$ cat src/rtl/hex_syscall_unit.sv
// ---------------------------------------------------------------------------
// hex_syscall_unit
//   Services one processor syscall at a time.
//     EXIT  (op 0) : latch sticky halt flag and exit code, park in HALT
//     WRITE (op 1) : send arg[7:0] as an 8N1 frame on o_tx, then respond 0
//     READ  (op 2) : take one byte from the rx valid/ready stream, respond
//                    with it zero-extended
//     op 3         : respond immediately with all ones
//   Every output comes straight from a flop. The *_d values are computed
//   from the next state, so each output changes on the same edge as the
//   state it belongs to.
//
// Ports
//   i_clk, i_rst        clock, synchronous active-high reset
//   i_syscall_valid     request valid
//   o_syscall_ready     high only in IDLE
//   i_syscall_op        syscall opcode
//   i_syscall_arg       syscall argument
//   o_resp_valid        one-cycle completion pulse
//   o_resp_data         completion data, held until the next response
//   o_tx                UART serial out, idle high
//   i_rx_valid          rx byte stream valid
//   o_rx_ready          rx byte stream ready (only in RD_WAIT)
//   i_rx_data           rx byte
//   o_exit              sticky halt flag
//   o_exit_code         latched EXIT argument
//
// state    | meaning
// ---------+--------------------------------------------------
// IDLE     | ready for a request
// TX       | shifting a UART frame out on o_tx
// RD_WAIT  | o_rx_ready high, waiting for an input byte
// RESP     | o_resp_valid high for this single cycle
// HALT     | EXIT seen; terminal until reset
// ---------------------------------------------------------------------------
module hex_syscall_unit #(
  parameter int DATA_W       = 32,
  parameter int CLKS_PER_BIT = 4
) (
  input  logic              i_clk,
  input  logic              i_rst,
  input  logic              i_syscall_valid,
  output logic              o_syscall_ready,
  input  logic [1:0]        i_syscall_op,
  input  logic [DATA_W-1:0] i_syscall_arg,
  output logic              o_resp_valid,
  output logic [DATA_W-1:0] o_resp_data,
  output logic              o_tx,
  input  logic              i_rx_valid,
  output logic              o_rx_ready,
  input  logic [7:0]        i_rx_data,
  output logic              o_exit,
  output logic [DATA_W-1:0] o_exit_code
);

  // A one-bit counter is kept even when CLKS_PER_BIT is 1; the reload
  // value is then 0, so every bit still lasts a single cycle.
  localparam int CNT_W = (CLKS_PER_BIT > 1) ? $clog2(CLKS_PER_BIT) : 1;
  localparam int BIT_W = $clog2(10);
  localparam logic [CNT_W-1:0] CLK_RELOAD = CNT_W'(CLKS_PER_BIT - 1);
  localparam logic [BIT_W-1:0] LAST_BIT   = BIT_W'(9);

  localparam logic [1:0] OP_EXIT  = 2'd0;
  localparam logic [1:0] OP_WRITE = 2'd1;
  localparam logic [1:0] OP_READ  = 2'd2;

  typedef enum logic [2:0] {
    ST_IDLE,
    ST_TX,
    ST_RD_WAIT,
    ST_RESP,
    ST_HALT
  } state_e;

  state_e            state_q, state_d;
  logic [CNT_W-1:0]  clk_cnt_q, clk_cnt_d;
  logic [BIT_W-1:0]  bit_cnt_q, bit_cnt_d;
  logic [8:0]        shift_q, shift_d;

  logic              ready_q, ready_d;
  logic              tx_q, tx_d;
  logic              rx_ready_q, rx_ready_d;
  logic              resp_valid_q, resp_valid_d;
  logic [DATA_W-1:0] resp_data_q, resp_data_d;
  logic              exit_q, exit_d;
  logic [DATA_W-1:0] exit_code_q, exit_code_d;

  logic accept;
  logic rx_fire;
  logic bit_end;

  assign accept  = i_syscall_valid & ready_q;
  assign rx_fire = i_rx_valid & rx_ready_q;
  assign bit_end = (state_q == ST_TX) && (clk_cnt_q == '0);

  // State and datapath registers
  always_ff @(posedge i_clk) begin
    if (i_rst) begin
      state_q      <= ST_IDLE;
      clk_cnt_q    <= '0;
      bit_cnt_q    <= '0;
      shift_q      <= '1;
      ready_q      <= 1'b1;
      tx_q         <= 1'b1;
      rx_ready_q   <= 1'b0;
      resp_valid_q <= 1'b0;
      resp_data_q  <= '0;
      exit_q       <= 1'b0;
      exit_code_q  <= '0;
    end else begin
      state_q      <= state_d;
      clk_cnt_q    <= clk_cnt_d;
      bit_cnt_q    <= bit_cnt_d;
      shift_q      <= shift_d;
      ready_q      <= ready_d;
      tx_q         <= tx_d;
      rx_ready_q   <= rx_ready_d;
      resp_valid_q <= resp_valid_d;
      resp_data_q  <= resp_data_d;
      exit_q       <= exit_d;
      exit_code_q  <= exit_code_d;
    end
  end

  // Next state, bit timing and frame shifter
  always_comb begin
    state_d   = state_q;
    clk_cnt_d = clk_cnt_q;
    bit_cnt_d = bit_cnt_q;
    shift_d   = shift_q;
    unique case (state_q)
      ST_IDLE: begin
        if (accept) begin
          unique case (i_syscall_op)
            OP_EXIT:  state_d = ST_HALT;
            OP_WRITE: begin
              state_d   = ST_TX;
              clk_cnt_d = CLK_RELOAD;
              bit_cnt_d = '0;
              // Start bit goes out directly; the shifter holds the data
              // bits followed by the stop bit.
              shift_d   = {1'b1, i_syscall_arg[7:0]};
            end
            OP_READ:  state_d = ST_RD_WAIT;
            default:  state_d = ST_RESP;
          endcase
        end
      end
      ST_TX: begin
        if (clk_cnt_q == '0) begin
          if (bit_cnt_q == LAST_BIT) begin
            state_d = ST_RESP;
          end else begin
            bit_cnt_d = bit_cnt_q + 1'b1;
            clk_cnt_d = CLK_RELOAD;
            shift_d   = {1'b1, shift_q[8:1]};
          end
        end else begin
          clk_cnt_d = clk_cnt_q - 1'b1;
        end
      end
      ST_RD_WAIT: begin
        if (rx_fire) state_d = ST_RESP;
      end
      ST_RESP:  state_d = ST_IDLE;
      ST_HALT:  state_d = ST_HALT;
      default:  state_d = ST_IDLE;
    endcase
  end

  // Registered output values, derived from the state being entered
  always_comb begin
    ready_d      = (state_d == ST_IDLE);
    rx_ready_d   = (state_d == ST_RD_WAIT);
    resp_valid_d = (state_d == ST_RESP);

    tx_d = 1'b1;
    if (state_d == ST_TX) begin
      if (state_q == ST_IDLE) tx_d = 1'b0;
      else if (bit_end)       tx_d = shift_q[0];
      else                    tx_d = tx_q;
    end

    resp_data_d = resp_data_q;
    if (state_d == ST_RESP && state_q != ST_RESP) begin
      unique case (state_q)
        ST_TX:      resp_data_d = '0;
        ST_RD_WAIT: resp_data_d = {{(DATA_W-8){1'b0}}, i_rx_data};
        default:    resp_data_d = '1;
      endcase
    end

    exit_d      = exit_q | (state_d == ST_HALT);
    exit_code_d = exit_code_q;
    if (state_q == ST_IDLE && state_d == ST_HALT) exit_code_d = i_syscall_arg;
  end

  assign o_syscall_ready = ready_q;
  assign o_tx            = tx_q;
  assign o_rx_ready      = rx_ready_q;
  assign o_resp_valid    = resp_valid_q;
  assign o_resp_data     = resp_data_q;
  assign o_exit          = exit_q;
  assign o_exit_code     = exit_code_q;

endmodule
$ cat config.mk
export PLATFORM = sky130hd
export DESIGN_NAME = hex_syscall_unit
export DESIGN_NICKNAME = d
export VERILOG_FILES = /design/src/rtl/hex_syscall_unit.sv
export SDC_FILE = /design/constraint.sdc
export NUM_CORES = 1
export LEC_CHECK = 0
export CORE_MARGIN = 2
export CORE_UTILIZATION = 35
export DETAILED_ROUTE_END_ITERATION = 6
export HOLD_SLACK_MARGIN = 0.02
export PLACE_DENSITY = 0.68
export SETUP_SLACK_MARGIN = 0.3
export SLEW_MARGIN = 20
export SYNTH_ARGS = -nofsm -noshare
export SYNTH_HDL_FRONTEND = slang
export SYNTH_SLANG_ARGS = --single-unit
$ cat constraint.sdc
create_clock -name i_clk -period 1.9 [get_ports i_clk]
set_input_delay 0.38 -clock i_clk [delete_from_list [all_inputs] [get_ports i_clk]]
set_output_delay 0.38 -clock i_clk [all_outputs]
set_load 0.02 [all_outputs]
Word-level counts from Yosys, hierarchy flattened

Index checks and enable logic that the tools add are counted.
W data, S select, Z words.

Bits in registers: 87
Output and inout port bits: 69
Logic and storage cells: 69

$add $sub $neg: 2
Equal/unequal tests: 16
Multiplexer cells: 24
Bitwise logic cells: 4
Reductions and logical operators: 12

Operator list:

| cell                  | count |
|---|---|
| $pmux W32 S2          | 1 |
| $mux W9               | 4 |
| $pmux W9 S2           | 1 |
| $mux W4               | 4 |
| $mux W3               | 4 |
| $pmux W3 S4           | 1 |
| $eq A3 B2 Y1 const B  | 3 |
| $pmux W3 S3           | 1 |
| $mux W2               | 4 |
| $pmux W4 S2           | 1 |
| $eq A3 B1 Y1 const B  | 2 |
| $eq A3 B3 Y1 const B  | 2 |
| $logic_not A3 Y1      | 2 |
| $reduce_and A5 Y1     | 1 |
| $add A4 B1 Y4 const B | 1 |
| $eq A4 B4 Y1 const B  | 1 |
| $logic_not A2 Y1      | 2 |
| $ne A2 B1 Y1 const B  | 2 |
| $ne A2 B2 Y1 const B  | 2 |
| $pmux W2 S2           | 1 |
| $reduce_and A4 Y1     | 1 |
| $reduce_bool A2 Y1    | 2 |
| $logic_and A1 B1 Y1   | 3 |
| $ne A3 B2 Y1 const B  | 1 |
| other kinds (9)       | 11 |

Longest topological paths before layout

Depth after elaboration: 7
Mapped depth: 7

Least setup slack after synthesis

Ideal clock, no wire load.

Path kind: flip-flop to flip-flop
From: register bit_cnt_q[1]
To: register resp_data_q[0] (netlist: o_resp_data[0])
Setup time: 72 ps
Arrival: 1,542 ps
Setup slack: 286 ps
Stages on the path, launching flop included: 8
Path buffers: 1
Period minus slack after synthesis: 1,614 ps
Path through: dfxtp_1 > inv_1 > ha_1 > and3b_1 > a32oi_1 > a21o_1 > buf_6 > mux2i_1

Longest elaborated chain between the ends: 6

RTL lines:

| what                   | line | RTL |
|---|---|---|
| from (decl)            | 77   | `logic [BIT_W-1:0] bit_cnt_q, bit_cnt_d;` |
| from (signal assigned) | 113  | `bit_cnt_q <= bit_cnt_d;` |
| $eq A4 B4 Y1           | 151  | `if (bit_cnt_q == LAST_BIT) begin` |
| $mux W3                | 151  |  |
| $mux W3                | 150  | `if (clk_cnt_q == '0) begin` |
| $pmux W3 S4            | 131  | `unique case (state_q)` |
| $eq A3 B2 Y1           | 185  | `if (state_d == ST_RESP && state_q != ST_RESP) begin` |
| $logic_and A1 B1 Y1    | 185  |  |
| to (signal assigned)   | 119  | `resp_data_q <= resp_data_d;` |
| to (decl)              | 84   | `logic [DATA_W-1:0] resp_data_q, resp_data_d;` |

Every way passes these cells.
A chain may end at the register's enable or synchronous reset.

Final worst setup path

From: input port i_syscall_op[0]
To: register exit_code_q[2] (netlist: o_exit_code[2])

Longest elaborated chain between the ends: 6

RTL lines:

| what                                       | line | RTL |
|---|---|---|
| from (decl)                                | 44   | `input logic [1:0] i_syscall_op,` |
| $eq A2 B2 Y1, or another cell as far along | 134  | `unique case (i_syscall_op)` |
| $pmux W3 S3 *                              | 134  |  |
| $mux W3 *                                  | 133  | `if (accept) begin` |
| $pmux W3 S4 *                              | 131  |  |
| $eq A3 B3 Y1 *                             | 195  | `if (state_q == ST_IDLE && state_d == ST_HALT) exit_code_d = i_syscall_arg;` |
| $logic_and A1 B1 Y1 *                      | 195  |  |
| to (signal assigned)                       | 121  | `exit_code_q <= exit_code_d;` |
| to (decl)                                  | 86   | `logic [DATA_W-1:0] exit_code_q, exit_code_d;` |

Every way passes the cells marked *; elsewhere a longest branch is shown, timed or not.

==> results.py <==
metrics = {
    "run_status": {
        "status": "completed",
    },
    "pwr": {
        "p_total_mw": 3.474,
        "seqPwrFrac": 0.417,
        "clockPowerShare": 0.341,
        "swShare": 0.2805,
        "vdd_drop_max_mv": 0.5908,
        "p_int_mw": 2.499,
        "p_switching_uw": 974.2,
        "p_leak_nw": 1.818,
        "comb_power_share": 0.242,
        "powerDensity_mw_per_mm2": 802.6,
    },
    "global_route": {
        "grtUsageTotal": 0.1583,
        "grt_pass1_wl_um": 10680,
        "antenna_found_initial": 0,
        "grt-ovfl-total": 0,
        "grt_max_degree": 33,
        "grt_pass1_vias": 2406,
    },
    "worst_setup_path": {
        "startpoint_type": "input port",
        "worstPathArrival_ns": 1.90,
        "critPathRequiredTime_ns": 2.17,
        "crit_path_end_kind": "flip-flop",
        "crit_path_top_delay_cell": "clkdlybuf4s50_1",
        "path_max_fanout": 8,
        "critical_path.max_stage_delay_ns": 0.46,
        "path_class": "input port to flip-flop",
        "worstPathCellList": "clkdlybuf4s50_1 > nor4bb_2 > buf_4 > and2_4 > clkbuf_16 > nand2_1 > a21oi_1",
    },
    "floorplan": {
        "rows": 32,
        "die_area_sq_mm": 0.008560,
        "die_w_um": 92.52,
        "die_h_um": 92.52,
        "start_util": 0.3586,
        "ios": 115,
        "core_area_sq_mm": 0.007647,
    },
    "sta": {
        "maxSlewHeadroom": 0.7054,
        "setup_ws_ns": 0.2704,
        "holdWs_ns": 0.4513,
        "fin_skew_ns": 0.007125,
        "hold_viol_final": 0,
        "setup_viol": 0,
        "period_share": 0.8577,
        "period_needed_ns": 1.630,
        "fin_tns_setup_ns": 0,
        "fmax_mhz": 613.7,
        "rsz0062_at_grt": "yes",
        "maxSlewViolCount": 0,
        "tightest_slew_ns": 0.4412,
    },
    "synth": {
        "syn-mean-instance-area_sq_um": 8.679,
        "ys_types": 40,
        "synthTopCellsByArea": "dfxtp_1 (46%), nand2_1 (11%), a21oi_1 (6.4%)",
        "synthArstFlopShare": 0,
        "yosysMostFrequentCell": "nand2_1",
        "yosysTopAreaCellShare": 0.4599,
        "synth_ff_type": "dfxtp_1",
        "netlist_area_sq_mm": 0.002743,
        "ys_seq_area_frac": 0.4599,
        "yosys_warnings": 0,
        "yosys.area.top_type": "dfxtp_1",
        "syn_inst": 316,
        "synth_edf_count": 0,
        "synth_common_cells": "nand2_1 (84), dfxtp_1 (63), a21oi_1 (35), buf_4 (23), mux2i_1 (17)",
        "ys_ff_latch": 63,
        "synth.net_count": 365,
    },
    "clock_tree": {
        "cts_tree": "done",
        "hold_buffers": 0,
        "clock-root-buffer": "clkbuf_8",
        "clk_pin_slew_ns": 0.07,
        "htreeDepth": 3,
        "cts.sinks": 63,
        "clk_latency_ns": 0.34,
        "cts_made_buffers": 9,
        "clockBufferDepth": 2,
    },
    "drt": {
        "drt_first_iter_violations": 49,
        "wl_per_cell_um": 13.38,
        "drtAntennaViolNets": 0,
        "vias": 2499,
        "drcViolationCount": 0,
        "wirelength_um": 7169,
        "firstDrtPassIters": 4,
        "vias_per_cell": 4.662,
    },
    "cells_and_area": {
        "fill_cells": 687,
        "final_cells": 536,
        "fin_nets": 478,
        "areaGrowthSynthToFinish_pct": 57.80,
        "drive_gt1_frac": 0.2281,
        "antenna_cells": 0,
    },
    "placed_design": {
        "pre_cts_slack_ns": -0.04395,
        "dp_cells": 506,
        "hpwl_um": 4631,
        "place.gp.congestion": 0.7371,
        "io_buffers": 114,
    },
    "job": {
        "max-cap-violations": 0,
    },
    "worst_hold_path": {
        "hold_path.class": "flip-flop to flip-flop",
    },
}
==> power by group through the flow <==
stage / clock (mW) / sequential, mW / combinational, mW
6_report: 1.19 / 1.45 / 0.841
5_1_grt: 1.27 / 1.46 / 0.908
4_1_cts: 1.22 / 1.45 / 0.769
3_5_place_dp: 0 / 1.48 / 0.783
3_3_place_gp: 0 / 1.47 / 0.773
2_1_floorplan: 0 / 1.54 / 0.407
==> area by class of cell <==
type                            instances  area, sq um  area share
Sequential cell                        63         1271      0.2937
Inverter                                6        22.52    0.005204
Timing Repair Buffer                  144         1435      0.3316
Tap cell                              102        127.6     0.02949
Clock buffer                           11        151.4     0.03498
Multi-Input combinational cell        205         1264      0.2920
Clock inverter                          5        56.30     0.01301
==> routing by layer <==
metal  GRT usage  part of all wire  wire, um
met5           0                 0         0
met1      0.1809              0.43      3078
met3     0.07323             0.097       696
met4     0.05970             0.013        93
met2      0.2579              0.46      3300
==> cell families (layout without fill, tap and decap cells) <==
group,Yosys count,in the layout,share of synthesized area
simple gates,117,117,0.1884
flops,63,63,0.4599
compound gates,59,59,0.1323
buf+inv,48,166,0.1077
mux,25,25,0.09489
fa+ha+maj,3,3,0.01369
xor+xnor,1,1,0.003194
==> timing repair <==
action	in CTS	in global routing
buffers inserted	3	6
cloned	1	4
pin swaps	2	2
resized for setup	127	18
endpoints found under the setup margin	86	76
endpoints found under the hold margin	0	0
==> final timing paths <==
check / from / to / slack, ns / cells after the start
worst max-delay path: i_syscall_op[0] / o_exit_code[2]$_SDFFE_PP0P_ / 0.27 / 7
worst min-delay path: o_exit_code[28]$_SDFFE_PP0P_ / o_exit_code[28]$_SDFFE_PP0P_ / 0.45 / 2
worst max register to register: state_q[1]$_SDFF_PP0_ / shift_q[0]$_SDFFE_PP1P_ / 0.28 / 5
worst min register to register: o_exit_code[28]$_SDFFE_PP0P_ / o_exit_code[28]$_SDFFE_PP0P_ / 0.45 / 2
==> cell usage in the layout (no fill, tap or decap), types with 2 or more instances in the layout <==
master	synthesis	routed
dfxtp_1	63	59
clkbuf_8	0	11
o21a_1	3	3
nand2_1	84	84
buf_12	0	3
o211ai_1	8	8
dlygate4sd2_1	0	45
nand3_2	0	2
clkdlybuf4s50_1	0	44
ha_1	3	2
clkdlybuf4s15_2	0	23
o21ai_0	3	3
mux2_2	8	8
a31o_2	2	2
clkbuf_16	0	2
buf_6	3	7
nor2_1	9	9
dfxtp_4	0	2
nand3_1	5	3
a21o_1	2	2
clkinv_2	0	2
mux2i_1	17	17
buf_4	23	18
inv_1	5	5
a21oi_1	35	34
nor3_1	4	4
dfxtp_2	0	2
==> state kept, by name, indices dropped and copies added (netlist names) <==
register	flops
o_exit_code	32
o_resp_data	9
shift_q	8
bit_cnt_q	4
state_q	3
clk_cnt_q	2
o_exit	1
o_resp_valid	1
o_rx_ready	1
o_syscall_ready	1
o_tx	1
==> through the flow <==
step           utilization  instance area [sq um]
2_1_floorplan            -                   2743
3_3_place_gp        0.5095                   3896
3_5_place_dp        0.5095                   3896
4_1_cts             0.5422                   4146
5_1_grt             0.5659                   4328
6_report            0.5659                   4328
==> critical path, delay by kind of cell <==
family	cells	cell delay [ns]
AND/OR/NAND/NOR	3	0.60
AO/OA/AOI/OAI	1	0.12
buffers and inverters	3	0.80
Note: power is estimated with default switching activity, not from simulation.
